$ cat config.mk
export PLATFORM = sky130hd
export DESIGN_NAME = shared_main_memory_flat
export DESIGN_NICKNAME = d
export VERILOG_FILES = /design/src/rtl/shared_main_memory_if.sv /design/src/rtl/shared_main_memory.sv /design/src/flat_wrapper.sv
export SDC_FILE = /design/constraint.sdc
export NUM_CORES = 2
export LEC_CHECK = 0
export BUFFER_PORTS_ARGS = -buffer_cell sky130_fd_sc_hd__buf_2
export CORE_ASPECT_RATIO = 1.1
export CORE_MARGIN = 1.5
export CORE_UTILIZATION = 45
export DETAILED_ROUTE_END_ITERATION = 8
export SLEW_MARGIN = 10
export SYNTH_ARGS = -nofsm -noshare
export SYNTH_HDL_FRONTEND = slang
export SYNTH_SLANG_ARGS = --single-unit
$ cat constraint.sdc
create_clock -name clk -period 15.27 [get_ports clk]
set_input_delay 1.527 -clock clk [delete_from_list [all_inputs] [get_ports clk]]
set_output_delay 1.527 -clock clk [all_outputs]
set_load 0.01 [all_outputs]
$ cat src/rtl/shared_main_memory_if.sv
// Request/ack bus between bus_arbitrator (master) and shared_main_memory (slave).
// Handshake: master raises mem_req with mem_we/mem_addr/mem_wdata and holds
// mem_req high until it sees the one-cycle mem_ack pulse, then drops it for at
// least one cycle. The slave samples the request only in IDLE, ignores request
// fields after acceptance, and reports mem_busy whenever it is not in IDLE.
interface shared_main_memory_if #(
  parameter int ADDR_W = 8,
  parameter int DATA_W = 8
);
  logic              mem_req;
  logic              mem_we;
  logic [ADDR_W-1:0] mem_addr;
  logic [DATA_W-1:0] mem_wdata;
  logic [DATA_W-1:0] mem_rdata;
  logic              mem_ack;
  logic              mem_busy;
  logic              init_done;

  modport master (
    output mem_req, mem_we, mem_addr, mem_wdata,
    input  mem_rdata, mem_ack, mem_busy, init_done
  );

  modport slave (
    input  mem_req, mem_we, mem_addr, mem_wdata,
    output mem_rdata, mem_ack, mem_busy, init_done
  );
endinterface

$ cat src/rtl/shared_main_memory.sv
// Single-ported 2**ADDR_W x DATA_W main memory with a post-reset init sweep and
// a fixed-latency req/ack handshake toward the bus arbitrator.
module shared_main_memory #(
  parameter int ADDR_W  = 8,
  parameter int DATA_W  = 8,
  parameter int LATENCY = 4
) (
  input  logic                 clk,
  input  logic                 rst,
  shared_main_memory_if.slave  bus,
  output logic [2:0]           dbg_state_o
);

  localparam int DEPTH = 1 << ADDR_W;

  typedef enum logic [2:0] {
    S_INIT      = 3'd0,
    S_IDLE      = 3'd1,
    S_ACCESS    = 3'd2,
    S_RESP      = 3'd3,
    S_WAIT_DROP = 3'd4
  } state_e;

  state_e            state_q, state_d;
  logic [ADDR_W-1:0] ptr_q, ptr_d;
  logic [3:0]        cnt_q, cnt_d;
  logic [ADDR_W-1:0] addr_q, addr_d;
  logic              we_q, we_d;
  logic [DATA_W-1:0] wdata_q, wdata_d;
  logic [DATA_W-1:0] rdata_q, rdata_d;
  logic              init_done_q, init_done_d;

  logic [DATA_W-1:0] mem_q [DEPTH];
  logic              mem_wr_en;
  logic [ADDR_W-1:0] mem_wr_addr;
  logic [DATA_W-1:0] mem_wr_data;

  always_comb begin
    state_d     = state_q;
    ptr_d       = ptr_q;
    cnt_d       = cnt_q;
    addr_d      = addr_q;
    we_d        = we_q;
    wdata_d     = wdata_q;
    rdata_d     = rdata_q;
    init_done_d = init_done_q;
    mem_wr_en   = 1'b0;
    mem_wr_addr = ptr_q;
    mem_wr_data = DATA_W'(ptr_q);

    case (state_q)
      S_INIT: begin
        mem_wr_en = 1'b1;
        ptr_d     = ptr_q + 1'b1;
        if (ptr_q == {ADDR_W{1'b1}}) begin
          state_d     = S_IDLE;
          init_done_d = 1'b1;
        end
      end
      S_IDLE: begin
        if (bus.mem_req) begin
          addr_d  = bus.mem_addr;
          we_d    = bus.mem_we;
          wdata_d = bus.mem_wdata;
          cnt_d   = 4'(LATENCY - 1);
          state_d = S_ACCESS;
        end
      end
      S_ACCESS: begin
        if (cnt_q == 4'd0) begin
          state_d = S_RESP;
          if (we_q) begin
            mem_wr_en   = 1'b1;
            mem_wr_addr = addr_q;
            mem_wr_data = wdata_q;
          end else begin
            rdata_d = mem_q[addr_q];
          end
        end else begin
          cnt_d = cnt_q - 4'd1;
        end
      end
      S_RESP: begin
        state_d = S_WAIT_DROP;
      end
      S_WAIT_DROP: begin
        // A request still held after ack must not be serviced a second time.
        if (!bus.mem_req) state_d = S_IDLE;
      end
      default: begin
        state_d = S_INIT;
      end
    endcase
  end

  always_ff @(posedge clk) begin
    if (!rst) begin
      state_q     <= S_INIT;
      ptr_q       <= '0;
      cnt_q       <= '0;
      addr_q      <= '0;
      we_q        <= 1'b0;
      wdata_q     <= '0;
      rdata_q     <= '0;
      init_done_q <= 1'b0;
    end else begin
      state_q     <= state_d;
      ptr_q       <= ptr_d;
      cnt_q       <= cnt_d;
      addr_q      <= addr_d;
      we_q        <= we_d;
      wdata_q     <= wdata_d;
      rdata_q     <= rdata_d;
      init_done_q <= init_done_d;
    end
  end

  // Reset blocks the write so an aborted transaction never commits.
  always_ff @(posedge clk) begin
    if (rst && mem_wr_en) mem_q[mem_wr_addr] <= mem_wr_data;
  end

  assign bus.mem_rdata = rdata_q;
  assign bus.mem_ack   = (state_q == S_RESP);
  assign bus.mem_busy  = (state_q != S_IDLE);
  assign bus.init_done = init_done_q;
  assign dbg_state_o   = state_q;

endmodule
$ cat src/flat_wrapper.sv
// flat-port wrapper written by rule: the top's interface ports become plain ports
module shared_main_memory_flat 
#(
  parameter int ADDR_W  = 8,
  parameter int DATA_W  = 8,
  parameter int LATENCY = 4
)
  (clk, rst, dbg_state_o, bus_mem_req, bus_mem_we, bus_mem_addr, bus_mem_wdata, bus_mem_rdata, bus_mem_ack, bus_mem_busy, bus_init_done);
  shared_main_memory_if #(.ADDR_W(ADDR_W), .DATA_W(DATA_W)) bus_i ();
  input  logic clk;
  input  logic rst;
  output logic [2:0] dbg_state_o;
  input wire logic [$bits(bus_i.mem_req)-1:0] bus_mem_req;
  input wire logic [$bits(bus_i.mem_we)-1:0] bus_mem_we;
  input wire logic [$bits(bus_i.mem_addr)-1:0] bus_mem_addr;
  input wire logic [$bits(bus_i.mem_wdata)-1:0] bus_mem_wdata;
  output wire logic [$bits(bus_i.mem_rdata)-1:0] bus_mem_rdata;
  output wire logic [$bits(bus_i.mem_ack)-1:0] bus_mem_ack;
  output wire logic [$bits(bus_i.mem_busy)-1:0] bus_mem_busy;
  output wire logic [$bits(bus_i.init_done)-1:0] bus_init_done;
  assign bus_i.mem_req = bus_mem_req;
  assign bus_i.mem_we = bus_mem_we;
  assign bus_i.mem_addr = bus_mem_addr;
  assign bus_i.mem_wdata = bus_mem_wdata;
  assign bus_mem_rdata = bus_i.mem_rdata;
  assign bus_mem_ack = bus_i.mem_ack;
  assign bus_mem_busy = bus_i.mem_busy;
  assign bus_init_done = bus_i.init_done;
  shared_main_memory #(.ADDR_W(ADDR_W), .DATA_W(DATA_W), .LATENCY(LATENCY)) u_core (.clk(clk), .rst(rst), .bus(bus_i), .dbg_state_o(dbg_state_o));
endmodule
## Word level (Yosys, flattened, before mapping)

Memories as Yosys holds them, arrays and structs flattened. A register that Yosys moved wholly into a read port is not among the register bits.
Index checks and enable logic that the tools add are counted.

- Add/subtract/negate cells: 2
- Mux-type cells: 19
- Reduce and logical (&&, ||, !) cells: 10
- Bitwise gates (word level): 1
- Equal/unequal tests: 11

Operators by type and width:

| operator | number |
|---|---|
| $mux 8 | 6 |
| $pmux 3 s5 | 1 |
| $mux 3 | 4 |
| $add 8x1->8 const B | 1 |
| $eq 8x8->1 const B | 1 |
| $mux 4 | 2 |
| $pmux 4 s2 | 1 |
| $eq 3x2->1 const B | 2 |
| $ne 2x2->1 const B | 3 |
| $reduce_and 3->1 | 2 |
| $logic_not 4->1 | 1 |
| $mux 1 | 4 |
| $ne 2x1->1 const B | 2 |
| $reduce_and 2->1 | 2 |
| $reduce_and 4->1 | 1 |
| $sub 4x1->4 const B | 1 |
| $eq 3x1->1 const B | 1 |
| $eq 3x3->1 const B | 1 |
| $logic_not 3->1 | 1 |
| $ne 3x1->1 const B | 1 |
| $pmux 1 s2 | 1 |
| $reduce_bool 2->1 | 1 |
| $logic_and 1x1->1 | 1 |
| $logic_not 1->1 | 1 |
| $not 1->1 | 1 |

- Output and inout bits: 14
- Memory bits (writable): 2,048
- Memories: 1
- Bits of input ports: 20
- Word-level logic and storage cells: 51
- Flip-flop bits (word level): 33

Memory list:

| name | depth | bits a word | rd ports | clocked after memory_dff | write ports | line | text |
|---|---|---|---|---|---|---|---|
| u_core.mem_q | 256 | 8 | 1 | 1 | 1 | shared_main_memory.sv:33 | `logic [DATA_W-1:0] mem_q [DEPTH];` |

## Depth between registers and ports, before layout

- Word-level depth: 6
- Gate-level depth with buffers: 12
- Mapped depth without buffers: 9

## Worst setup path before layout

Ideal clock, no wire load.

- Kind: reg-to-reg
- From: register u_core.cnt_q[0]
- To: memory u_core.mem_q[0][2], data pin
- Cell stages (with the launch flop): 8
- Setup slack: 1,841 ps
- Arrival time: 11,240 ps
- Library setup time: 2,189 ps
- Path through: dfxtp_1 -> inv_1 -> ha_1 -> nor3b_4 -> and3_4 -> buf_6 -> clkbuf_1 -> o21ai_0

- Word-level cells in the longest chain between the ends: 3

RTL lines:

| element | line | text |
|---|---|---|
| start: declaration | shared_main_memory.sv:26 | `logic [3:0] cnt_q, cnt_d;` |
| start signal: assignment | shared_main_memory.sv:109 | `cnt_q <= cnt_d;` |
| $logic_not 4->1 | shared_main_memory.sv:70 | `if (cnt_q == 4'd0) begin` |
| $mux 8 | shared_main_memory.sv:70 |  |
| $mux 8 | shared_main_memory.sv:51 | `case (state_q)` |
| named net u_core.mem_wr_data[2] | shared_main_memory.sv:36 | `logic [DATA_W-1:0] mem_wr_data;` |
| end: declaration | shared_main_memory.sv:33 |  |

The timed path passes the listed nets, and every way through them passes these cells.

==> out/results.md <==
| Quantity | Reported | Unit |
|:---|:---|:---|
| Reported max-cap violation count | 0 | - |
| Synth area leaders | edfxtp_1 (74%), mux4_2 (8.8%), mux2i_1 (4.0%) | - |
| Classification of the worst setup path | register to register | - |
| CTS HTree Levels | 4 | - |
| Cts hold-fix bufs | 0 | - |
| Post CTS Setup Buffer Count | 0 | - |
| Number of non-filler instances in the completed layout | 6,874 | - |
| GRT Max-Usage Layer | met2 | - |
| Synth Warn # | 0 | - |
| Clock skew | 0.0284 | ns |
| Clock tree from TritonCTS | yes | - |
| Netlist area before placement | 82,600 | µm² |
| Routability cong. | 0.850 | - |
| Detail-routed via count per cell | 6.13 | - |
| Total number of vias | 42,121 | - |
| Filler instances | 14,566 | - |
| Required time at the endpoint of the critical path | 16.03 | ns |
| Maximum count of clock buffers along a single path | 3 | - |
| Status | finished, final reports clean | - |
| Number of enable flip-flop cells after synthesis | 2,048 | - |
| Post-synthesis async set-or-reset flop share | 0 | % |
| Part of the cycle the worst path needs | 35.9 | % |
| Average detailed-routed wire length per instance | 32.0 | µm |
| Critical-path cell list | buf_4, buf_4, buf_4, mux4_2, and2_1, a211oi_1, a2111oi_0, nand3_1, o211ai_1 | - |
| Static leakage power | 27.7 | nW |
| Kind of start point of the critical path | register | - |
| Proportion of netlist area held by the largest area contributor | 74.5 | % |
| Clock input transition at the sequential cells of the worst setup and hold paths | 0.07 | ns |
| Maximum vdd ir drop | 0.125 | mV |
| Detailed Routing Iterations Pass 1 | 6 | - |
| Power density over cell area | 122 | nW/µm² |
| Final wirelength | 220,000 | µm |
| Top-Level Pins | 34 | - |
| Final HPWL from detailed placement | 134,000 | µm |
| Worst Hold Class | register to register | - |
| Final Instance Area | 90,900 | µm² |
| List of most frequent post-synthesis cells | edfxtp_1 (2,048), mux2i_1 (330), mux4_2 (322) | - |
| Core region area | 182,000 | µm² |
| Antenna violations before repair | 7 | - |
| Global-route congestion overflow total | 0 | - |
| Setup_tns | 0 | ns |
| CTS resizes | 0 | - |
| Most used flip-flop cell after synthesis | edfxtp_1 | - |
| Maximum single-stage delay on the critical path | 0.94 | ns |
| Initial cell density of the core | 45.4 | % |
| Buffer cell driving the clock tree root | clkbuf_16 | - |
| Most frequent cell on the critical path | buf_4 | - |
| Mean instance size in the synthesized netlist | 19.5 | µm² |
| Die Span Y | 452 | µm |
| Global-route met3 utilization | 5.13 | % |
| Global Route Usage Sum | 23.6 | % |
| Post-DRT Antenna Nets | 0 | - |
| Grt met1 use | 32.0 | % |
| Post-synthesis net count | 4,266 | - |
| Die area | 186,000 | µm² |
| Endpoint arrival time on the critical path | 6.24 | ns |
| Final hold violations | 0 | - |
| Final-report setup violation count | 0 | - |
| Max-slew violation count | 0 | - |
| Part of the Yosys area used for sequential elements | 75.5 | % |
| DRC violation count after routing | 0 | - |
| Number of global-route vias before repair | 41,989 | - |
| Placed Cells | 6,514 | - |
| Most common cell in the netlist | edfxtp_1 | - |
| Post-route minimum period | 5.49 | ns |
| Die outline width | 411 | µm |
| IO buf count | 33 | - |
| Number of synthesized register bits | 2,089 | - |
| Fmax | 0.182 | GHz |
| Clk sink count | 2,089 | - |
| Wire length of the first global-routing pass | 312,000 | µm |
| Actual slew at the worst max-slew pin | 1.30 | ns |
| Cell taking the most area after synthesis | edfxtp_1 | - |
| Largest net degree at the start of global routing | 197 | - |
| Setup crit end kind | register | - |
| RSZ-0062 raised after global routing | false | - |
| Placed Instance Area | 84,700 | µm² |
| Distinct cell type count of the synthesized netlist | 87 | - |
| Clk_lat worst skew | 0.84 | ns |
| Fraction of layout cells with a size suffix above 1 | 18.1 | % |
| Worst Hold Slack | 0.463 | ns |
| Cell type of the slowest stage on the worst timing path | a2111oi_0 | - |
| # nets final | 4,327 | - |
| Critical path peak fanout | 61 | - |
| Met2 GRT Util | 37.9 | % |
| Number of buffers created by CTS | 196 | - |
| Slew headroom | 11.3 | % |
| Area overhead of the layout relative to synthesis | 10.1 | % |
| Iteration-0 DRC count of the detailed router | 4,486 | - |
| Number of cell rows | 164 | - |
| Synthesized instance count | 4,244 | - |
routing by layer:
metal / vias to the layer above / share of wire, % / wire, µm
li1: 17535 / - / -
met1: 22380 / 40 / 88000
met2: 1828 / 48 / 106000
met3: 372 / 8.3 / 18300
met4: 6 / 3.4 / 7450
met5: - / 0.018 / 40
power by group:
part / internal, mW / switching, mW
combinational: 0.0142 / 0.0949
sequential: 6.26 / 0.00257
clock: 2.64 / 2.11
placed cells by master, fill, tap and decap left out, types with 11 or more instances in the layout:
| cell type | instances |
|---|---|
| nor4_1 | 13 |
| a21oi_1 | 79 |
| mux4_1 | 32 |
| o22ai_1 | 111 |
| bufinv_16 | 12 |
| nand2_1 | 196 |
| or3_4 | 11 |
| a21boi_0 | 14 |
| mux4_2 | 322 |
| nand3_1 | 23 |
| or3_1 | 13 |
| and2_1 | 21 |
| a22oi_1 | 28 |
| or2_2 | 16 |
| mux2i_1 | 330 |
| a211o_1 | 17 |
| dfxtp_1 | 37 |
| clkinv_1 | 46 |
| a211oi_1 | 47 |
| nor3_1 | 30 |
| buf_2 | 33 |
| edfxtp_1 | 2048 |
| mux2_2 | 27 |
| o221ai_1 | 59 |
| buf_4 | 76 |
| clkinv_2 | 31 |
| o21ai_0 | 22 |
| clkbuf_1 | 45 |
| clkbuf_16 | 204 |
| nor2_1 | 304 |
per-stage QoR:
stage / total power [mW] / util, % / worst slack, ns
CTS: 11.2 / 49.9 / 9.67
global placement: 6.49 / 46.5 / 9.73
global route: 11.4 / 49.9 / 9.60
finish: 11.1 / 49.9 / 9.78
detailed placement: 6.49 / 46.5 / 9.70
floorplan: 6.46 / - / 1.84
critical path: cells and delay by family, from the launching register on:
family | cells | cell delay (ns)
AO/OA/AOI/OAI | 3 | 1.26
buffers and inverters | 3 | 2.23
flip-flops | 1 | 0.74
multiplexers | 1 | 0.36
AND/OR/NAND/NOR | 2 | 0.57
cell families after synthesis:
family                   after synthesis  share of synthesized area (%)
adder cells (fa/ha/maj)                2                         0.0303
AO/OA/AOI/OAI                        478                           4.17
AND/OR/NAND/NOR                      694                           3.81
XOR/XNOR                               7                         0.0742
buffers and inverters                262                           2.27
flip-flops                          2089                           75.5
multiplexers                         712                           14.2
final cells by class:
class / count / area, µm² / area share (%)
Clock buffer: 249 / 5270 / 5.80
Sequential cell: 2089 / 62300 / 68.6
Timing Repair Buffer: 113 / 816 / 0.897
Antenna cell: 3 / 7.51 / 0.00826
Clock inverter: 108 / 896 / 0.986
Multi-Input combinational cell: 1893 / 18500 / 20.4
Tap cell: 2407 / 3010 / 3.31
Inverter: 12 / 50.0 / 0.0551
worst paths after layout:
path	from	to	slack, ns	cells after the start
worst max-delay path	u_core.addr_q[1]	u_core.bus.mem_rdata[2]	9.78	9
worst max register to register	u_core.addr_q[1]	u_core.bus.mem_rdata[2]	9.78	9
worst min-delay path	u_core.wdata_q[5]	u_core.wdata_q[5]	0.46	2
worst min register to register	u_core.wdata_q[5]	u_core.wdata_q[5]	0.46	2
registers in the layout (all words and copies together), names as in the netlist:
register	count
u_core.mem_q	2048
u_core.addr_q	8
u_core.bus.mem_rdata	8
u_core.ptr_q	8
u_core.wdata_q	8
u_core.cnt_q	4
u_core.dbg_state_o	3
u_core.bus.init_done	1
u_core.we_q	1
Power figures use the tool's default switching activity.
